===== src/rtl/dma_mem_port.sv =====
// DMA/CPU shared scratchpad window with line-received doorbell/status FSM.
// Optional out-of-window error flag: define DMA_MEM_PORT_OOB_ERR_EN.
module dma_mem_port #(
  parameter logic [31:0] BASE_ADDR = 32'h5000,
  parameter int          DEPTH     = 16,
  parameter int          WORD_SIZE = 32
) (
  input  logic                 clk,
  input  logic                 rst_n,
  input  logic                 DMAEn,
  input  logic                 DMAWrEn,
  input  logic [31:0]          DMAAddr,
  input  logic [WORD_SIZE-1:0] data_to_mem,
  output logic [WORD_SIZE-1:0] data_to_host,
  output logic                 wr_ready,
  input  logic                 cpu_en,
  input  logic                 cpu_wr_en,
  input  logic [31:0]          cpu_addr,
  input  logic [WORD_SIZE-1:0] cpu_wdata,
  output logic [WORD_SIZE-1:0] cpu_rdata,
  output logic                 cpu_stall,
`ifdef DMA_MEM_PORT_OOB_ERR_EN
  output logic                 oob_err,
`endif
  output logic                 line_irq
);

  localparam int          AW           = $clog2(DEPTH);
  localparam int          TW           = $clog2(DEPTH + 1);
  localparam logic [29:0] DOORBELL_IDX = 30'(DEPTH);
  localparam logic [29:0] STATUS_IDX   = 30'(DEPTH + 1);

  typedef enum logic [1:0] {IDLE = 2'd0, TX_REQ = 2'd1, TX = 2'd2} state_t;

  logic [WORD_SIZE-1:0] mem_q [DEPTH];
  state_t               state_q, state_d;
  logic [TW-1:0]        tx_count_q, tx_count_d;
  logic [AW-1:0]        rx_count_q, rx_count_d;
  logic                 line_irq_q, line_irq_d;
  logic                 overrun_q, overrun_d;
  logic                 wr_ready_q, wr_ready_d;
  logic [WORD_SIZE-1:0] data_to_host_q, data_to_host_d;
  logic [WORD_SIZE-1:0] cpu_rdata_q, cpu_rdata_d;
  logic                 oob_q, oob_d;

  logic [29:0]          dma_idx_s, cpu_idx_s;
  logic                 dma_in_win_s, cpu_in_win_s;
  logic                 dma_wr_s, dma_rd_s, cpu_acc_s, cpu_wr_s, cpu_rd_s;
  logic                 doorbell_s, status_wr_s, wrap_s;
  logic                 mem_we_s;
  logic [AW-1:0]        mem_waddr_s;
  logic [WORD_SIZE-1:0] mem_wdata_s, status_s;

  // Decode both ports; the CPU only gets through when the DMA is idle.
  always_comb begin
    dma_idx_s    = 30'((DMAAddr - BASE_ADDR) >> 2);
    cpu_idx_s    = 30'((cpu_addr - BASE_ADDR) >> 2);
    dma_in_win_s = dma_idx_s < 30'(DEPTH);
    cpu_in_win_s = cpu_idx_s < 30'(DEPTH);
    dma_wr_s     = DMAEn & DMAWrEn & dma_in_win_s;
    dma_rd_s     = DMAEn & ~DMAWrEn;
    cpu_stall    = cpu_en & DMAEn;
    cpu_acc_s    = cpu_en & ~DMAEn;
    cpu_wr_s     = cpu_acc_s & cpu_wr_en;
    cpu_rd_s     = cpu_acc_s & ~cpu_wr_en;
    doorbell_s   = cpu_wr_s & (cpu_idx_s == DOORBELL_IDX);
    status_wr_s  = cpu_wr_s & (cpu_idx_s == STATUS_IDX);
    mem_we_s     = dma_wr_s | (cpu_wr_s & cpu_in_win_s);
    mem_waddr_s  = dma_wr_s ? dma_idx_s[AW-1:0] : cpu_idx_s[AW-1:0];
    mem_wdata_s  = dma_wr_s ? data_to_mem : cpu_wdata;
    status_s     = '0;
    status_s[0]  = line_irq_q;
    status_s[1]  = (state_q != IDLE);
    status_s[2]  = overrun_q;
    status_s[3 +: AW] = rx_count_q;
`ifdef DMA_MEM_PORT_OOB_ERR_EN
    status_s[3 + AW]  = oob_q;
`endif
  end

  // Registered read paths; data holds between reads.
  always_comb begin
    data_to_host_d = data_to_host_q;
    cpu_rdata_d    = cpu_rdata_q;
    if (dma_rd_s) begin
      data_to_host_d = dma_in_win_s ? mem_q[dma_idx_s[AW-1:0]] : '0;
    end else begin
      data_to_host_d = data_to_host_q;
    end
    if (cpu_rd_s) begin
      if (cpu_in_win_s) cpu_rdata_d = mem_q[cpu_idx_s[AW-1:0]];
      else if (cpu_idx_s == STATUS_IDX) cpu_rdata_d = status_s;
      else cpu_rdata_d = '0;
    end else begin
      cpu_rdata_d = cpu_rdata_q;
    end
  end

  // Write-back FSM: doorbell -> request -> count DEPTH outgoing reads.
  always_comb begin
    state_d    = state_q;
    tx_count_d = tx_count_q;
    case (state_q)
      IDLE: begin
        if (doorbell_s) state_d = TX_REQ;
        else state_d = IDLE;
      end
      TX_REQ: begin
        if (dma_rd_s & dma_in_win_s) begin
          state_d    = TX;
          tx_count_d = TW'(1);
        end else begin
          state_d = TX_REQ;
        end
      end
      TX: begin
        if (dma_rd_s) begin
          if (tx_count_q + TW'(1) == TW'(DEPTH)) begin
            state_d    = IDLE;
            tx_count_d = '0;
          end else begin
            tx_count_d = tx_count_q + TW'(1);
          end
        end else begin
          tx_count_d = tx_count_q;
        end
      end
      default: begin
        state_d    = IDLE;
        tx_count_d = '0;
      end
    endcase
    wr_ready_d = (state_d == TX_REQ);
  end

  // Incoming line counter and sticky flags; a set in the same cycle beats a clear.
  always_comb begin
    rx_count_d = rx_count_q;
    wrap_s     = 1'b0;
    line_irq_d = line_irq_q;
    overrun_d  = overrun_q;
    oob_d      = oob_q;
    if (dma_wr_s) begin
      if (rx_count_q == AW'(DEPTH - 1)) begin
        rx_count_d = '0;
        wrap_s     = 1'b1;
      end else begin
        rx_count_d = rx_count_q + AW'(1);
      end
    end else begin
      rx_count_d = rx_count_q;
    end
    if (status_wr_s & cpu_wdata[0]) begin
      line_irq_d = 1'b0;
      overrun_d  = 1'b0;
    end else begin
      line_irq_d = line_irq_q;
    end
    if (wrap_s) begin
      line_irq_d = 1'b1;
      if (line_irq_q) overrun_d = 1'b1;
      else overrun_d = overrun_d;
    end else begin
      line_irq_d = line_irq_d;
    end
`ifdef DMA_MEM_PORT_OOB_ERR_EN
    if (status_wr_s & cpu_wdata[1]) oob_d = 1'b0;
    else oob_d = oob_q;
    if ((DMAEn & ~dma_in_win_s) | (cpu_acc_s & (cpu_idx_s > STATUS_IDX))) oob_d = 1'b1;
    else oob_d = oob_d;
`else
    oob_d = 1'b0;
`endif
  end

  // Scratchpad storage, intentionally not reset.
  always_ff @(posedge clk) begin
    if (mem_we_s) mem_q[mem_waddr_s] <= mem_wdata_s;
  end

  // Control and output registers.
  always_ff @(posedge clk or negedge rst_n) begin
    if (!rst_n) begin
      state_q        <= IDLE;
      tx_count_q     <= '0;
      rx_count_q     <= '0;
      line_irq_q     <= 1'b0;
      overrun_q      <= 1'b0;
      oob_q          <= 1'b0;
      wr_ready_q     <= 1'b0;
      data_to_host_q <= '0;
      cpu_rdata_q    <= '0;
    end else begin
      state_q        <= state_d;
      tx_count_q     <= tx_count_d;
      rx_count_q     <= rx_count_d;
      line_irq_q     <= line_irq_d;
      overrun_q      <= overrun_d;
      oob_q          <= oob_d;
      wr_ready_q     <= wr_ready_d;
      data_to_host_q <= data_to_host_d;
      cpu_rdata_q    <= cpu_rdata_d;
    end
  end

  assign data_to_host = data_to_host_q;
  assign cpu_rdata    = cpu_rdata_q;
  assign wr_ready     = wr_ready_q;
  assign line_irq     = line_irq_q;
`ifdef DMA_MEM_PORT_OOB_ERR_EN
  assign oob_err      = oob_q;
`endif

endmodule


===== config.mk =====
export PLATFORM = sky130hd
export DESIGN_NAME = dma_mem_port
export DESIGN_NICKNAME = d
export VERILOG_FILES = /design/src/rtl/dma_mem_port.sv
export SDC_FILE = /design/constraint.sdc
export NUM_CORES = 1
export LEC_CHECK = 0
export BUFFER_PORTS_ARGS = -buffer_cell sky130_fd_sc_hd__buf_2
export CAP_MARGIN = 20
export CELL_PAD_IN_SITES_DETAIL_PLACEMENT = 1
export CELL_PAD_IN_SITES_GLOBAL_PLACEMENT = 1
export CORE_ASPECT_RATIO = 0.5
export CORE_MARGIN = 3
export CORE_UTILIZATION = 45
export CTS_CLUSTER_DIAMETER = 150
export DETAILED_ROUTE_END_ITERATION = 7
export GPL_ROUTABILITY_DRIVEN = 0
export GPL_TIMING_DRIVEN = 0
export PLACE_DENSITY = 0.71
export SLEW_MARGIN = 10
export SYNTH_ARGS = -nofsm -noshare
export SYNTH_HDL_FRONTEND = slang
export SYNTH_SLANG_ARGS = --single-unit
export TNS_END_PERCENT = 100

===== constraint.sdc =====
create_clock -name clk -period 2.05 [get_ports clk]
set_clock_uncertainty 0.2 [all_clocks]
set_input_delay 0.3075 -clock clk [delete_from_list [all_inputs] [get_ports clk]]
set_output_delay 0.3075 -clock clk [all_outputs]
set_load 0.02 [all_outputs]

Word-level counts from Yosys, hierarchy flattened
Memory sizes are Yosys's and may differ from the RTL's.
Cells that the tools add are included.
{"block": "word_totals", "reg_bits": 78, "ramBits": 512, "input_bits": 134, "out_inout_bits": 67, "wordCells": 69, "memories": 1}
{"block": "classes", "addsub": 4, "n_lt_le_gt_ge": 2, "eq_ne": 9, "muxes": 24, "n_bitwise": 17, "n_reduce_logical": 4}
{"memory": "mem_q", "words": 16, "width": 32, "rd": 2, "rd_ports_with_merged_regs": 0, "write_ports": 1, "line": "35", "rtl": "logic [WORD_SIZE-1:0] mem_q [DEPTH];"}
{"cell": "$mux 32", "count": 3}
{"cell": "$sub 32x15->32 const B", "count": 2}
{"cell": "$eq 30x5->1 const B", "count": 2}
{"cell": "$lt 30x5->1 const B", "count": 2}
{"cell": "$mux 5", "count": 3}
{"cell": "$pmux 5 s3", "count": 1}
{"cell": "$and 1x1->1", "count": 12}
{"cell": "$mux 1", "count": 10}
{"cell": "$mux 4", "count": 2}
{"cell": "$mux 7", "count": 1}
{"cell": "$mux 2", "count": 3}
{"cell": "$pmux 2 s3", "count": 1}
{"cell": "$add 5x1->5 const B", "count": 1}
{"cell": "$eq 5x5->1 const B", "count": 1}
{"cell": "$add 4x1->4 const B", "count": 1}
{"cell": "$eq 2x1->1 const B", "count": 2}
{"cell": "$eq 4x4->1 const B", "count": 1}
{"cell": "$ne 2x2->1 const B", "count": 2}
{"cell": "$not 1->1", "count": 4}
{"cell": "$reduce_bool 2->1", "count": 2}
{"cell": "$reduce_and 3->1", "count": 1}
{"cell": "$eq 2x2->1 const B", "count": 1}
{"cell": "$logic_not 2->1", "count": 1}
{"cell": "$or 1x1->1", "count": 1}

Longest topological paths before layout
Gate-level depths: netlist (run 1).
{"block": "logic_depth", "depth_word": 8, "mapped_depth": 8, "ltp_nobuf": 7}

Worst setup path before layout (run 1)
OpenSTA, ideal clock, no wires.
{"block": "synth_timing", "path_type": "input-to-reg", "startpoint": "in DMAAddr[23]", "endpoint": "mem mem_q[10][0] (enable)", "setup_time_ns": 0.433, "t_arrival_ns": 3.435, "setup_slack_ns": -2.018, "path_stages": 7, "n_path_buf": 1, "cell_sequence": "or2_0 > or4b_4 > o211ai_4 > and4_1 > buf_6 > a21bo_4 > o22ai_1"}
{"block": "synth_via", "elab_chain_len": 6, "elab_cells_between_ends": 7}
{"element": "start: declaration", "line": "12", "rtl": "input logic [31:0] DMAAddr,"}
{"element": "$sub 32x15->32 (*)", "line": "56", "rtl": "dma_idx_s = 30'((DMAAddr - BASE_ADDR) >> 2);"}
{"element": "$lt 30x5->1 (*)", "line": "58", "rtl": "dma_in_win_s = dma_idx_s < 30'(DEPTH);"}
{"element": "$and 1x1->1 (*)", "line": "60", "rtl": "dma_wr_s = DMAEn & DMAWrEn & dma_in_win_s;"}
{"element": "$or 1x1->1", "line": "68", "rtl": "mem_we_s = dma_wr_s | (cpu_wr_s & cpu_in_win_s);"}
{"element": "$mux 1", "line": "178", "rtl": "if (mem_we_s) mem_q[mem_waddr_s] <= mem_wdata_s;"}
{"element": "$mux 1 (implied by the code)", "line": "178"}
{"element": "end: declaration", "line": "35"}
Mark *: on every way between the ends. The rest lies on a longest branch, timed or not.

Worst setup path after layout (run 1)
{"block": "layout_timing", "startpoint": "in DMAAddr[24]", "endpoint": "mem mem_q[2][18] (enable)"}
Same word-level chain as after synthesis.

==> run_results.csv, run 1 <==
group,metric,value,unit
grt,grt_pass1_vias,19405,
drt,drt_wl_total,105,mm
drt,ant_nets,0,
yosys,synth_edf_count,512,
pwr,p_sw_frac,0.235,
drt,firstDrtPassIters,6,
timing,finalMaxSlewViolations,0,
timing,period_minus_slack,2720,ps
job,maxCapViolations,0,
hold_path,hold_class,"in2async",
clock_tree,cts_buffers,54,
timing,rsz0062_at_grt,"yes",
clock_tree,cts_sinks,590,
setup_path,crit_type,"in2reg",
floorplanning,die-area,64300,um^2
grt,grt_overflow,0,
pwr,power.leakage,12.4,nW
yosys,synthFlopType,"edfxtp_1",
floorplanning,fp.dieH,181,um
clock_tree,cts-root-buf,"clkbuf_16",
grt,grt_pass1_wl,141,mm
floorplanning,fp.dieW,356,um
pwr,seqPwrFrac,0.503,
setup_path,critPathRequiredTime,2180,ps
timing,fin_ws,-671,ps
yosys,synthCells,1489,
clock_tree,htree_levels,2,
timing,relSlewSlack,0.209,
pwr,power_density,733,nW/um^2
drt,via_per_inst,6.72,
setup_path,worst_setup_path_start_kind,"input port",
grt,grt_max_degree,48,
run_status,outcome,"finished with violations",
drt,drc,0,
place,dpl.hpwl,61.5,mm
pwr,clkPwrFrac,0.411,
yosys,synthTopCellsByArea,"edfxtp_1 56%, mux4_2 26%, dfrtp_1 7.1%, nand2_1 2.9%, clkbuf_1 0.72%",
clock_tree,tritoncts,"built",
yosys,syn-cell-area,27500,um^2
yosys,ys_types,60,
timing,final-setup-viol-count,1082,
finish,final_design_area_no_fill,35400,um^2
place,pre_cts_ws,-2120,ps
setup_path,r2r-end,"cpu_rdata[6]",
setup_path,r2r_start,"mem_q[15][6]",
drt,wl_per_cell,37.7,um
yosys,ys_warn_count,0,
floorplanning,rows,63,
finish,antenna_cells,0,
clock_tree,cts.clk_slew.worst_paths,80,ps
pwr,p_comb_frac,0.086,
yosys,synth.largest_area_cell,"edfxtp_1",
floorplanning,io_pins,201,
place,numPortBuffers,188,
yosys,synth-seq-cells,590,
place,dpl_cell_area,30600,um^2
setup_path,critPathCapture,"mem_q[2][18]",
finish,syn_to_final_growth,28.6,%
timing,fin_crit_sh,1.33,
pwr,switching_power,6.09,mW
pwr,ir_worst_vdd,0.752,mV
grt,antenna_found_initial,0,
setup_path,rr_worst_depth,4,
setup_path,end_kind,"flip-flop",
finish,mostFrequentLayoutCell,"edfxtp_1",
clock_tree,cts_buffer_depth,3,
timing,hold_viol,6,
yosys,synthesis.nets,1629,
finish,nets,2063,
setup_path,r2r_slack,-200,ps
timing,holdWs,-12.3,ps
grt,track_usage,0.309,
floorplanning,core,59800,um^2
yosys,syn_area_per_cell,18.5,um^2
pwr,p_int,19.8,mW
setup_path,critPathArrivalTime,2850,ps
finish,drive_gt1_frac,0.468,
drt,drt_iter0_markers,2995,
yosys,synth_top_area_share,0.559,
finish,layout_common_cells,"512 x edfxtp_1, 320 x mux4_2, 207 x buf_2, 159 x nand2_1, 78 x dfrtp_1",
finish,fillers,5299,
run_status,violations,"hold timing, setup timing",
timing,tns,-501580,ps
drt,via_count,18664,
clock_tree,insertion_delay,630,ps
yosys,seq_area_frac_synth,0.630,
yosys,async_flop_share,0.132,
timing,timing.fmax,368,MHz
setup_path,critical_path_peak_fanout,13,
pwr,finalPower,25.9,mW
floorplanning,start_util,0.460,
timing,worstMarginPinSlew,1190,ps
setup_path,startpoint,"DMAAddr[24]",
==> cell type report <==
class / count / area [um^2] / area share
tap: 812 / 1020 / 0.0287
clock inverter: 37 / 382 / 0.0108
clock buffer: 63 / 1410 / 0.0398
inverter: 38 / 143 / 0.00403
buffer: 104 / 726 / 0.0205
timing repair buffer: 367 / 3790 / 0.107
multi-input combinational: 768 / 10600 / 0.299
sequential: 590 / 17300 / 0.490
==> metrics by stage <==
step / std cells / utilization
after floorplan: 1489 / -
after global placement: 2489 / 0.497
after detailed placement: 2527 / 0.512
after CTS: 2725 / 0.571
after global routing: 2779 / 0.591
final: 2779 / 0.591
==> power groups by stage <==
stage	registers (mW)	logic [mW]	clock network, mW
2_1_floorplan	13.3	1.18	0
3_3_place_gp	13.3	1.82	0
3_5_place_dp	13.3	1.92	0
4_1_cts	13.0	2.00	10.6
5_1_grt	13.0	2.32	11.2
6_report	13.0	2.22	10.7
==> synthesized netlist by cell type, drive strengths merged, types with 2 or more instances <==
master,n
nor3,6
a31oi,3
o311a,2
clkbuf,53
o21ai,67
mux2i,8
and3,4
and3b,2
and4,2
ha,6
nor4b,5
a221o,7
a21oi,2
dfrtp,78
nor2b,15
o32ai,2
nand2b,7
a21o,2
o22ai,17
or3,2
nand4,8
nor4,6
edfxtp,512
nand3,8
nand2,210
nand4b,2
inv,38
nor2,13
o31ai,4
or2,3
buf,52
mux4,320
o311ai,2
and2,5
==> state kept, by name (all words and copies together), names as in the netlist <==
signal	cells
data_to_host	32
tx_count_q	5
state_q	2
overrun_q	1
line_irq	1
wr_ready	1
rx_count_q	4
cpu_rdata	32
mem_q	512
==> routing by layer <==
layer,up-vias,part of all wire,GRT usage
li1,7064,-,-
met1,9864,0.35,0.404
met2,1446,0.49,0.511
met3,290,0.12,0.0669
met4,0,0.046,0.121
met5,-,0,0
==> worst min-delay path by stage <==
stage                    start  slack [ps]  depth (start not counted)             to
6_report                 rst_n         -10                          2       wr_ready
5_1_grt        data_to_mem[26]          30                          3   mem_q[5][26]
4_1_cts                  rst_n         0.3                          2       wr_ready
3_5_place_dp             rst_n         100                          1       wr_ready
3_3_place_gp     cpu_rdata[14]         260                          2  cpu_rdata[14]
2_1_floorplan            rst_n        -190                          0   cpu_rdata[0]
==> kinds of logic (layout without fill, tap and decap cells) <==
family,count (synthesis),in the layout,share of synthesized area
flip-flops,590,590,0.630
multiplexers,329,329,0.265
AND/OR/NAND/NOR,303,315,0.0508
buffers and inverters,143,609,0.0232
AO/OA/AOI/OAI,116,116,0.0271
adder cells (fa/ha/maj),6,6,0.00273
XOR/XNOR,2,2,0.000637
==> what timing repair did <==
action | CTS | global route
setup buffers | 64 | 31
endpoints found under the setup margin | 1092 | 1094
gates cloned | 16 | 16
hold buffers | 21 | 12
endpoints found under the hold margin | 236 | 128
resized for setup | 145 | 188
pin swaps | 22 | 35
==> worst max-delay path, stage by stage <==
cell and delay (ps):
buf_8 100, or2_4 250, or4b_4 550, o211ai_4 240, buf_6 140, nand4_4 220, buf_6 210, mux2i_2 170
o22ai_4 240, clkbuf_16 210, buf_12 180
Note: power is estimated with default switching activity, not from simulation.
==> run 2: changes to the inputs <==
Settings changed: CORE_UTILIZATION 45 to 40, PLACE_DENSITY 0.71 to 0.64.
==> run 2 against run 1 <==
Compared with the run above: the flow still finishes with violations (hold timing, setup timing); cell area fell by 2.7%; register-to-register slack improved by 70 ps; power grew 0.28%; global-route usage shrank 6.2 points; combinational power decreased by 7%; critical path type unchanged; critical endpoint is now mem_q[0][3]; largest power group unchanged.
==> run_results.csv, run 2 (synthesis gave the netlist of run 1 again) <==
group,metric,value,unit
pwr,clkPwrFrac,0.419,
setup_path,crit_type,"in2reg",
grt,grt_max_degree,47,
drt,via_count,17056,
finish,nets,2034,
floorplanning,fp.dieW,377,um
drt,firstDrtPassIters,5,
pwr,ir_worst_vdd,0.591,mV
timing,finalMaxSlewViolations,0,
timing,rsz0062_at_grt,"yes",
timing,final-setup-viol-count,1086,
timing,hold_viol,16,
floorplanning,io_pins,201,
pwr,switching_power,5.83,mW
clock_tree,cts_buffers,54,
timing,fin_ws,-529,ps
floorplanning,start_util,0.407,
grt,track_usage,0.248,
job,maxCapViolations,0,
timing,timing.fmax,388,MHz
clock_tree,cts.clk_slew.worst_paths,70,ps
finish,layout_common_cells,"512 x edfxtp_1, 320 x mux4_2, 208 x buf_2, 180 x nand2_1, 78 x dfrtp_1",
finish,drive_gt1_frac,0.443,
drt,ant_nets,0,
setup_path,critPathArrivalTime,2690,ps
timing,holdWs,-43.2,ps
pwr,p_sw_frac,0.224,
clock_tree,cts_sinks,590,
timing,worstMarginPinSlew,1170,ps
drt,wl_per_cell,31.8,um
finish,fillers,6180,
clock_tree,insertion_delay,630,ps
floorplanning,die-area,72100,um^2
drt,drt_wl_total,90.3,mm
finish,mostFrequentLayoutCell,"edfxtp_1",
clock_tree,tritoncts,"built",
finish,fin_cells,2837,
clock_tree,cts_buffer_depth,3,
pwr,p_comb_frac,0.079,
grt,antenna_found_initial,0,
setup_path,slowest_stage,"or4b_4",
place,dpl.hpwl,59.0,mm
finish,top_register,"mem_q",
run_status,outcome,"finished with violations",
finish,largest_reg_flops,512,
clock_tree,cts-root-buf,"clkbuf_16",
place,pre_cts_ws,-2240,ps
setup_path,end_kind,"flip-flop",
timing,period_minus_slack,2580,ps
hold_path,hold_class,"in2reg",
place,numPlacedInstances,2612,
timing,fin_crit_sh,1.26,
finish,antenna_cells,0,
place,numPortBuffers,188,
grt,grt_pass1_wl,126,mm
floorplanning,core,67500,um^2
drt,via_per_inst,6.01,
pwr,power_density,756,nW/um^2
grt,grt_overflow,0,
floorplanning,fp.dieH,191,um
timing,relSlewSlack,0.219,
clock_tree,htree_levels,2,
setup_path,worst_setup_path_start_kind,"input port",
finish,syn_to_final_growth,25.0,%
grt,grt_pass1_vias,17703,
drt,drt_iter0_markers,2044,
setup_path,critical_path_peak_fanout,12,
pwr,seqPwrFrac,0.502,
floorplanning,rows,67,
place,dpl_cell_area,30700,um^2
setup_path,cp_cell_sequence,"buf_6 -> or2_4 -> or4b_4 -> o211ai_4 -> nand4_4 -> buf_12 -> mux2i_4 -> buf_6 -> o22ai_4 -> clkbuf_16 -> buf_12",
pwr,power.leakage,12.0,nW
setup_path,cpPeakStageDelay,490,ps
finish,final_design_area_no_fill,34400,um^2
drt,drc,0,
setup_path,critPathRequiredTime,2160,ps
pwr,p_int,20.2,mW
run_status,violations,"hold timing, setup timing",
==> run 2: cell count changes in the layout (fill, tap and decap cells not counted), sizes merged <==
cell         previous run  this run
nand2                 222       210
dlygate4sd3            33        40
inv                    39        41
clkinv                 28        21
buf                   379       348
bufinv                  7         8
clkbuf                121       134
==> run 2: worst paths after layout <==
check / startpoint / to / slack (ps) / cells past startpoint
max reg2reg: mem_q[10][5] / cpu_rdata[5] / -130 / 4
min: data_to_mem[21] / mem_q[10][21] / -40 / 3
min in group asynchronous: rst_n / rx_count_q[0] / 10 / 3
min reg2reg: cpu_rdata[15] / cpu_rdata[15] / 280 / 2
max: DMAAddr[23] / mem_q[0][3] / -530 / 11
max in group asynchronous: rst_n / tx_count_q[1] / 540 / 3
==> run 2: worst max-delay path, delay by kind of cell <==
| family | cells | cell delay (ps) |
|---|---|---|
| simple gates | 3 | 930 |
| buf+inv | 5 | 830 |
| compound gates | 2 | 400 |
| mux | 1 | 190 |
==> run 2: power by group through the flow <==
| stage | combinational [mW] | clock [mW] | sequential, mW |
|---|---|---|---|
| floorplan | 1.18 | 0 | 13.3 |
| global placement | 1.88 | 0 | 13.3 |
| detailed placement | 1.93 | 0 | 13.3 |
| CTS | 2.01 | 11.0 | 13.0 |
| global route | 2.18 | 11.6 | 13.0 |
| finish | 2.06 | 10.9 | 13.0 |
==> run 2: final cells by class <==
class	count	area, um^2	area share
tap	897	1120	0.0326
clock buffer	69	1500	0.0436
inverter	38	143	0.00415
buffer	105	637	0.0185
clock inverter	33	379	0.0110
sequential	590	17300	0.504
timing repair buffer	349	3270	0.0952
multi-input combinational	756	10000	0.291
==> run 2: stage by stage <==
step,hold WS (ps),power (mW),setup TNS (ps),util
2_1_floorplan,-188,14.5,-746210,-
6_report,-43.2,26.0,-348570,0.510
5_1_grt,-8.59,26.8,-393880,0.510
3_3_place_gp,260,15.2,-2038960,0.442
4_1_cts,2.21,26.1,-331190,0.497
3_5_place_dp,109,15.2,-1662320,0.454
==> run 2: timing repair <==
action | in CTS | in global routing
buffers inserted | 43 | 37
hold buffers | 32 | 9
endpoints found under the setup margin | 1092 | 1094
pin swaps | 19 | 14
hold endpoints to repair | 302 | 80
resized for setup | 75 | 90
cloned | 0 | 8
==> run 2: per-layer routing <==
layer / vias to the layer above / track usage / wire length, um
li1: 6974 / - / -
met1: 9232 / 0.342 / 37300
met2: 740 / 0.407 / 43700
met3: 110 / 0.0492 / 7230
met4: 0 / 0.0632 / 2080
met5: - / 0 / 0
==> run 3: changes to the inputs <==
==> constraint.sdc (replaced) <==
create_clock -name clk -period 2.05 [get_ports clk]
set_clock_uncertainty 0.2 [all_clocks]
set_input_delay 0 -clock clk [delete_from_list [all_inputs] [get_ports clk]]
set_output_delay 0 -clock clk [all_outputs]
set_load 0.02 [all_outputs]
==> run 3 against run 2 <==
Compared with the run above: sequential power about the same; fmax up 12%; final cell count grew 2.0%; first-iteration DRC count rose by 7.3%; the run still ends with hold timing, setup timing left; largest cell class unchanged.
==> run_results.csv, run 3 (synthesis gave the netlist of run 1 again) <==
group,metric,value,unit
run_status,outcome,"finished with violations",
run_status,violations,"hold timing, setup timing",
grt,grt_pass1_vias,17951,
setup_path,r2r-end,"cpu_rdata[4]",
drt,via_count,17657,
drt,drt_wl_total,94.4,mm
floorplanning,die-area,72100,um^2
pwr,switching_power,5.90,mW
pwr,power_density,741,nW/um^2
drt,drc,0,
hold_path,holdPathStages,8,
clock_tree,cts.clk_slew.worst_paths,70,ps
setup_path,end_kind,"flip-flop",
timing,period_minus_slack,2300,ps
grt,grt_max_degree,47,
pwr,seqPwrFrac,0.500,
grt,track_usage,0.250,
timing,finalMaxSlewViolations,0,
setup_path,crit_type,"in2reg",
setup_path,r2r_slack,-140,ps
finish,mostFrequentLayoutCell,"edfxtp_1",
grt,grt_pass1_wl,128,mm
hold_path,min_to,"state_q[1]",
place,dpl_cell_area,30700,um^2
finish,drive_gt1_frac,0.444,
pwr,clkPwrFrac,0.419,
setup_path,critPathRequiredTime,2200,ps
floorplanning,io_pins,201,
finish,nets,2090,
timing,hold_viol,1,
hold_path,hold_start,"DMAAddr[30]",
timing,timing.fmax,434,MHz
drt,firstDrtPassIters,5,
grt,antenna_found_initial,0,
timing,final-setup-viol-count,691,
floorplanning,core,67500,um^2
setup_path,r2r_start,"mem_q[14][4]",
timing,fin_crit_sh,1.12,
clock_tree,cts_buffers,54,
drt,wl_per_cell,32.6,um
floorplanning,rows,67,
finish,final_core_util,0.522,
clock_tree,insertion_delay,630,ps
clock_tree,cts_sinks,590,
place,dpl.hpwl,59.0,mm
grt,grt_overflow,0,
clock_tree,cts-root-buf,"clkbuf_16",
timing,relSlewSlack,0.226,
timing,tns,-69590,ps
pwr,p_int,20.2,mW
clock_tree,htree_levels,2,
finish,syn_to_final_growth,28.0,%
timing,rsz0062_at_grt,"yes",
pwr,power.leakage,12.4,nW
timing,worstMarginPinSlew,1160,ps
setup_path,rr_worst_depth,4,
setup_path,worst_setup_path_start_kind,"input port",
clock_tree,tritoncts,"built",
drt,drt_iter0_markers,2193,
floorplanning,fp.dieH,191,um
timing,fin_ws,-252,ps
floorplanning,fp.dieW,377,um
pwr,p_sw_frac,0.226,
floorplanning,start_util,0.407,
timing,holdWs,-2.17,ps
setup_path,startpoint,"DMAAddr[23]",
finish,final_design_area_no_fill,35200,um^2
pwr,p_comb_frac,0.081,
pwr,ir_worst_vdd,0.596,mV
hold_path,hold_class,"in2reg",
place,numPortBuffers,188,
setup_path,critical_path_peak_fanout,9,
finish,layout_common_cells,"512 x edfxtp_1, 320 x mux4_2, 199 x buf_2, 176 x nand2_1, 80 x dlygate4sd3_1",
job,maxCapViolations,0,
finish,fillers,6137,
finish,largest_reg_flops,512,
setup_path,critPathArrivalTime,2450,ps
drt,ant_nets,0,
finish,top_register,"mem_q",
drt,via_per_inst,6.10,
clock_tree,cts_buffer_depth,3,
[run 3: changes by cell type in the layout (fill, tap and decap cells not counted), sizes merged]
| cell | previous run | this run |
|---|---|---|
| dlygate4sd3 | 40 | 80 |
| diode | 0 | 1 |
| clkdlybuf4s15 | 1 | 2 |
| buf | 348 | 343 |
| clkbuf | 134 | 154 |
[run 3: timing repair]
item                                   4_1_cts  5_1_grt
hold buffers                                82        0
setup buffers                               43       39
setup endpoints to repair                 1090     1074
gates cloned                                 0       18
endpoints found under the hold margin      616        0
gates resized for setup                     65      120
pin swaps                                   19       21
[run 3: how the worst max path moves through the flow]
stage / to / slack, ps / depth (start not counted)
floorplan: mem_q[8][0] / -700 / 7
global placement: mem_q[11][16] / -2560 / 5
detailed placement: mem_q[12][16] / -1930 / 6
CTS: mem_q[11][15] / -160 / 11
global route: mem_q[11][25] / -260 / 11
finish: mem_q[11][21] / -250 / 11
[run 3: metal layers]
metal / wire, um / track usage / vias up
li1: - / - / 7082
met1: 37900 / 0.349 / 9539
met2: 45400 / 0.411 / 892
met3: 8450 / 0.0434 / 144
met4: 2640 / 0.0617 / 0
met5: 0 / 0 / -
[run 3: power groups by stage]
stage,combinational [mW],sequential [mW],clock (mW)
after detailed placement,1.93,13.3,0
after floorplan,1.18,13.3,0
after global placement,1.88,13.3,0
after global routing,2.25,13.0,11.6
final,2.12,13.0,10.9
after CTS,2.07,13.0,11.0
[run 3: area by class of cell]
type / count / area, um^2 / area share
sequential: 590 / 17300 / 0.492
timing repair buffer: 406 / 4060 / 0.115
multi-input combinational: 756 / 10100 / 0.286
buffer: 104 / 594 / 0.0169
tap: 897 / 1120 / 0.0319
antenna: 1 / 2.50 / 0.0000711
clock inverter: 33 / 379 / 0.0108
clock buffer: 69 / 1500 / 0.0426
inverter: 38 / 143 / 0.00405
[run 3: worst max-delay path: stages]
cell and delay (ps):
buf_8 100, or2_4 240, or4b_4 490, o211ai_4 260
and4_1 250, buf_6 140, a21bo_4 270, o32ai_4 200
buf_12 170, buf_16 150, clkbuf_16 160
[run 3: through the flow]
step | total power, mW | instances | setup slack, ps
after floorplan | 14.5 | 1489 | -703
after global placement | 15.2 | 2574 | -2560
after detailed placement | 15.2 | 2612 | -1930
after CTS | 26.1 | 2838 | -162
after global routing | 26.9 | 2893 | -261
final | 26.1 | 2894 | -252
